[src/rtl/round_key_xor.sv]
// AddRoundKey stage: XORs each accepted state with a stored round key, one register of latency.
// Optional ROUND_KEY_BYPASS_EN forwards a same-cycle key write into the accept that reads that slot.
module round_key_xor #(
    parameter int DATA_W   = 128,
    parameter int NUM_KEYS = 15,
    parameter int IDX_W    = 4
) (
    input  logic              clk,
    input  logic              rst_n,
    input  logic              key_wr_en,
    input  logic [IDX_W-1:0]  key_wr_idx,
    input  logic [DATA_W-1:0] key_wr_data,
    input  logic              in_valid,
    output logic              in_ready,
    input  logic [DATA_W-1:0] in_state,
    input  logic [IDX_W-1:0]  in_round,
    output logic              out_valid,
    input  logic              out_ready,
    output logic [DATA_W-1:0] out_state,
    output logic [IDX_W-1:0]  out_round,
    output logic              out_key_miss,
    output logic              wr_err
);

    // One extra bit so the range test also works when NUM_KEYS == 2**IDX_W.
    localparam logic [IDX_W:0] NUM_KEYS_X = (IDX_W + 1)'(NUM_KEYS);

    typedef enum logic {
        EMPTY = 1'b0,
        FULL  = 1'b1
    } occ_t;

    occ_t occ_reg;
    occ_t occ_next;

    logic [DATA_W-1:0]   key_reg [NUM_KEYS];
    logic [NUM_KEYS-1:0] loaded_reg;
    logic [NUM_KEYS-1:0] slot_wr;
    logic [NUM_KEYS-1:0] slot_sel;

    logic              wr_in_range;
    logic              rd_in_range;
    logic              accept;
    logic [DATA_W-1:0] key_sel;
    logic              loaded_sel;

    logic [DATA_W-1:0] out_state_reg;
    logic [DATA_W-1:0] out_state_next;
    logic [IDX_W-1:0]  out_round_reg;
    logic              out_key_miss_reg;
    logic              out_key_miss_next;
    logic              wr_err_reg;

    assign wr_in_range = ({1'b0, key_wr_idx} < NUM_KEYS_X);
    assign rd_in_range = ({1'b0, in_round} < NUM_KEYS_X);

    assign in_ready = (occ_reg == EMPTY) || out_ready;
    assign accept   = in_valid && in_ready;

    // Per-slot key register and loaded flag; slot decode is one-hot.
    generate
        for (genvar gi = 0; gi < NUM_KEYS; gi++) begin : g_slot
            assign slot_wr[gi]  = key_wr_en && (key_wr_idx == IDX_W'(gi));
            assign slot_sel[gi] = (in_round == IDX_W'(gi));

            always_ff @(posedge clk or negedge rst_n) begin
                if (!rst_n) begin
                    key_reg[gi]    <= '0;
                    loaded_reg[gi] <= 1'b0;
                end else if (slot_wr[gi]) begin
                    key_reg[gi]    <= key_wr_data;
                    loaded_reg[gi] <= 1'b1;
                end
            end
        end
    endgenerate

    // Out-of-range rounds select no slot, so the key reads as zero and the slot as unloaded.
    always_comb begin
        key_sel    = '0;
        loaded_sel = 1'b0;
        for (int i = 0; i < NUM_KEYS; i++) begin
            if (slot_sel[i]) begin
                key_sel    = key_sel | key_reg[i];
                loaded_sel = loaded_sel | loaded_reg[i];
            end
        end
`ifdef ROUND_KEY_BYPASS_EN
        if (key_wr_en && rd_in_range && (key_wr_idx == in_round)) begin
            key_sel    = key_wr_data;
            loaded_sel = 1'b1;
        end
`endif
    end

    always_comb begin
        out_state_next    = in_state ^ key_sel;
        out_key_miss_next = !loaded_sel || !rd_in_range;
    end

    always_comb begin
        occ_next = occ_reg;
        case (occ_reg)
            EMPTY:   if (accept) occ_next = FULL;
            FULL:    if (out_ready && !accept) occ_next = EMPTY;
            default: occ_next = EMPTY;
        endcase
    end

    always_ff @(posedge clk or negedge rst_n) begin
        if (!rst_n) begin
            occ_reg <= EMPTY;
        end else begin
            occ_reg <= occ_next;
        end
    end

    always_ff @(posedge clk or negedge rst_n) begin
        if (!rst_n) begin
            out_state_reg    <= '0;
            out_round_reg    <= '0;
            out_key_miss_reg <= 1'b0;
        end else if (accept) begin
            out_state_reg    <= out_state_next;
            out_round_reg    <= in_round;
            out_key_miss_reg <= out_key_miss_next;
        end
    end

    always_ff @(posedge clk or negedge rst_n) begin
        if (!rst_n) begin
            wr_err_reg <= 1'b0;
        end else if (key_wr_en && !wr_in_range) begin
            wr_err_reg <= 1'b1;
        end
    end

    assign out_valid    = (occ_reg == FULL);
    assign out_state    = out_state_reg;
    assign out_round    = out_round_reg;
    assign out_key_miss = out_key_miss_reg;
    assign wr_err       = wr_err_reg;

endmodule

[config.mk]
export PLATFORM = sky130hd
export DESIGN_NAME = round_key_xor
export DESIGN_NICKNAME = d
export VERILOG_FILES = /design/src/rtl/round_key_xor.sv
export SDC_FILE = /design/constraint.sdc
export NUM_CORES = 2
export LEC_CHECK = 0
export CAP_MARGIN = 20
export CORE_MARGIN = 3
export CORE_UTILIZATION = 45
export CTS_CLUSTER_DIAMETER = 80
export CTS_CLUSTER_SIZE = 24
export DETAILED_ROUTE_END_ITERATION = 8
export GPL_TIMING_DRIVEN = 0
export HOLD_SLACK_MARGIN = 0.05
export SKIP_CTS_REPAIR_TIMING = 1
export SLEW_MARGIN = 20
export SYNTH_ARGS = -nofsm -noshare
export SYNTH_HDL_FRONTEND = slang
export SYNTH_SLANG_ARGS = --single-unit
export TNS_END_PERCENT = 5
[constraint.sdc]
create_clock -name clk -period 2.2 [get_ports clk]
set_clock_uncertainty 0.1 [all_clocks]
set_input_delay 0.44 -clock clk [delete_from_list [all_inputs] [get_ports clk]]
set_output_delay 0.44 -clock clk [all_outputs]
set_load 0.01 [all_outputs]
### Word level (Yosys, flattened, before mapping)

Index checks and enable logic that the tools add are counted.

* output and inout bits: 136
* flip-flop bits (word level): 2070

* muxes and demuxes: 33
* reduce and logical (&&, ||, !) cells: 26
* magnitude comparators: 2
* bitwise gates (word level): 30
* eq/ne operators: 28

Operators with widths (number)
* $mux 128: 15
* $or 128x128->128: 14
* $xor 128x128->128: 1
* $eq 4x4->1 const B: 14
* $eq 4x3->1 const B: 8
* $logic_and 1x1->1: 18
* $mux 1: 17
* $eq 4x2->1 const B: 4
* $or 1x1->1: 14
* $eq 4x1->1 const B: 2
* $logic_not 4->1: 2
* $lt 4x4->1 const B: 2
* $logic_not 1->1: 4
* $logic_or 1x1->1: 2
* $pmux 1 s2: 1
* $not 1->1: 1

### Longest topological paths before layout

* depth after elaboration: 32
* depth in mapped cells: 9
* depth with buffers taken out: 5

### Worst setup path after synthesis

OpenSTA, ideal clock, no wires.

* kind: in2reg
* from: in in_round[3]
* to: reg out_state_reg[10], in the netlist out_state[10]
* buffers on the path: 2
* setup slack: 0.125 ns
* data arrival time: 1.848 ns
* required time: 1.973 ns
* stages on the path: 6
* setup time: 0.127 ns
* cell sequence: buf_6 -> clkbuf_1 -> mux2_2 -> a221o_1 -> a32oi_1 -> nand3_1

* cells in the longest elaborated chain, start to end: 31

RTL lines
* start: declaration: line 16 `input logic [IDX_W-1:0] in_round,`
* $logic_not 4->1: line 64 `assign slot_sel[gi] = (in_round == IDX_W'(gi));`
* $mux 128: line 83 `if (slot_sel[i]) begin`
* $or 128x128->128: line 84 `key_sel = key_sel | key_reg[i];`
* $mux 128: line 83
* $or 128x128->128: line 84
* $mux 128: line 83
* $or 128x128->128: line 84
* $mux 128: line 83
* [... 15 more ...]
* $mux 128: line 83
* $or 128x128->128: line 84
* $mux 128: line 83
* $or 128x128->128: line 84
* $mux 128: line 83
* $or 128x128->128: line 84
* $mux 128 *: line 83
* $xor 128x128->128 *: line 97 `out_state_next = in_state ^ key_sel;`
* end signal: assignment: line 124 `out_state_reg <= out_state_next;`
* end: declaration: line 47 `logic [DATA_W-1:0] out_state_reg;`

Mark *: on every way between the ends. The rest lies on a longest branch, timed or not.
A chain may end at the register's enable or synchronous reset.

### Final worst setup path

* from: in key_wr_idx[1]
* to: reg key_reg[759] in the netlist's numbering

* cells in the longest elaborated chain, start to end: 2

RTL lines
* start: declaration: line 11 `input logic [IDX_W-1:0] key_wr_idx,`
* $eq 4x4->1: line 63 `assign slot_wr[gi] = key_wr_en && (key_wr_idx == IDX_W'(gi));`
* $logic_and 1x1->1: line 63
* end signal: indexed assignment: line 71 `key_reg[gi] <= key_wr_data;`
* end: declaration: line 36 `logic [DATA_W-1:0] key_reg [NUM_KEYS];`

No other way between the ends.

==> results.tsv <==
metric	value	unit
status	complete, but fails checks	
failing checks	negative hold slack, negative setup slack	
worst setup path class	input port to flip-flop	
number of H-tree levels	4	
CTS max path bufs	3	
chip width	468	um
worst r2r path cells	9	
Leak	0.0471	uW
post-DR wirelength/cell	30.3	um
count of cell types in the netlist	44	
Setup TNS	-80760	ps
initial core utilization	0.455	
Reg area	0.0518	mm^2
met1 Resource Use GR	0.388	
chip height	468	um
Post-synth EDFFs	0	
Worst Setup End Kind	flip-flop	
max reg flops	1920	
Top Usage Layer GRT	met2	
RSZ-0062 raised after global routing	yes	
CTS buffer count	130	
layout cells sized above 1	0.384	
clk slew on worst S/H paths	80	ps
core area	0.211	mm^2
gr usage total	0.293	
Highest Clock Rate	396	MHz
Max-slew headroom	0.277	
final hold vios	138	
top cells by count, synth	mux2_2 (2230), dfrtp_1 (2070), clkbuf_1 (480), nand3_1 (382), a221o_1 (253)	
number of remaining DRC errors	0	
pwr dens	894	mW/mm^2
row count	168	
FF-to-FF setup slack	-70	ps
vias in the first global route	69138	
#FFs+latches synth	2070	
num ports	405	
Max-Cap Viols	0	
type of the tightest min-delay check	input port to async pin	
post-synthesis cell count	7250	
Port Buffers	404	
Tcrit/Tclk final	1.15	
global-route wire length before repair	476	mm
main flop type after synthesis	dfrtp_1	
top-count cell post-synth	mux2_2	
Max VDD drop	0.000851	V
area occupied by multi-input gates	0.0413	mm^2
Root Buffer	clkbuf_16	
syn avg cell area	13.3	um^2
synth warn	0	
finished layout cell area	0.111	mm^2
clock latency on the worst-skew pair	820	ps
Initial DRC Count	7358	
area grow syn2layout	15.2	%
GRT overflow	0	
Cell Area, Synth	0.0961	mm^2
CTS tree	built	
Syn Nets	7519	
pins over their slew limit	0	
die area	0.219	mm^2
largest net degree at the start of global routing	153	
drt pass-1 iters	9	
met3 Resource Use GR	0.0575	
HPWL after DPL	233	mm
Worst Path Arrival	3130	ps
initial antenna violation count	74	
M2 GR Usage	0.463	
worst setup margin	-328	ps
crit start category	input port	
Max FO, Critical Path	10	
Final min period	2530	ps
DRT antenna net count	0	
worst r2r src	out_valid$_DFF_PN0_	
Synth area leader	dfrtp_1	
final wirelength	327	mm
total power	99000	uW
worst slew pin tran	1080	ps
Clock Sinks	2070	
routed via count	68173	
Setup Viol. Count Final	955	
GP Congestion	0.867	
fillcell total	18147	
nets	8120	
WP data required	2800	ps
Seq/Total Area, Yosys	0.539	
share of the synthesized area in the top cell type	0.539	
Fin Hold WS	-523	ps
asr flop ratio synth	1.00	
ranking of synthesized cells by area	dfrtp_1 (54%), mux2_2 (26%), a221o_1 (2.6%)	
reg2reg end	out_state[47]$_DFFE_PN0P_	
Via density	6.31	
placed inst area	0.105	mm^2
kinds of logic (layout without fill, tap and decap cells):
logic type      Yosys count  count (layout)  share of synthesized area
flops                  2070            2070                      0.539
compound gates         1293            1293                      0.111
mux                    2306            2306                      0.270
other cells               0              51                          0
simple gates            839             839                     0.0478
buf+inv                 742            1445                     0.0321
how the worst max path moves through the flow:
stage          cells after the start                    endpoint  slack (ps)                start
5_1_grt                            6   key_reg[1020]$_DFFE_PN0P_        -310        key_wr_idx[1]
6_report                           6    key_reg[759]$_DFFE_PN0P_        -330        key_wr_idx[1]
4_1_cts                            4                    in_ready       -1570  out_valid$_DFF_PN0_
3_5_place_dp                       9  out_state[126]$_DFFE_PN0P_       -2100          in_round[2]
3_3_place_gp                       1   key_reg[1599]$_DFFE_PN0P_      -94260                rst_n
2_1_floorplan                      6   out_state[10]$_DFFE_PN0P_         130          in_round[3]
critical path, stage by stage:
cell and delay, ps:
clkdlybuf4s50_1 560, nand2b_1 270, nor2_1 200, buf_1 680
buf_2 560, mux2_2 390
per-stage QoR:
step	util	cells	worst slack (ps)
5_1_grt	0.524	10784	-309
3_3_place_gp	0.491	10459	-94260
6_report	0.524	10809	-328
3_5_place_dp	0.496	10494	-2100
4_1_cts	0.518	10728	-1570
2_1_floorplan	-	7250	125
report_power, final:
part | internal (uW) | switching (uW) | total (uW)
combinational | 11000 | 8600 | 19600
sequential | 46700 | 4610 | 51300
clock | 13300 | 14700 | 28100
layout make-up:
cell class	count	share of cell area
repair buffers	471	0.0483
flip-flops and latches	2070	0.468
clock buffers	144	0.0312
plain buffers	739	0.0362
diodes	51	0.00115
inverters	1	0.0000339
multi-input cells	4438	0.373
clock inverters	90	0.0103
well taps	2805	0.0317
layout by cell type (no fill, tap or decap), types with 9 or more instances in the layout:
cell             Yosys  layout
a211o_1            128     128
a21oi_1            130     130
a221o_1            253     253
a222oi_1           126     126
a22oi_1            134     134
a32o_1             126     126
a32oi_1            127     126
and3_1             129     129
buf_1               39      16
buf_12               0      16
buf_16               0      32
buf_2              216     175
buf_4                3      46
buf_6                3      22
bufinv_16            0      12
clkbuf_1           480     247
clkbuf_16            0     136
clkbuf_2             0     190
clkbuf_4             0      55
clkdlybuf4s50_1      0     363
clkinv_4             0      14
clkinvlp_4           0      14
dfrtp_1           2070    2047
dfrtp_2              0      23
diode_2              0      51
dlymetal6s2s_1       0      39
inv_6                0      20
inv_8                0      10
mux2_1              76      76
mux2_2            2230    2230
nand2b_1            12      11
nand3_1            382     382
nor2_1             139     139
nor3b_1            131     130
o21a_1             127     127
o21ai_0            132     131
or2_2                9       9
layer usage:
metal / up-vias / share of wire
li1: 28771 / -
met1: 36052 / 0.42
met2: 2795 / 0.46
met3: 549 / 0.073
met4: 6 / 0.046
met5: - / 0.00015
(Power assumes the default switching activity.)
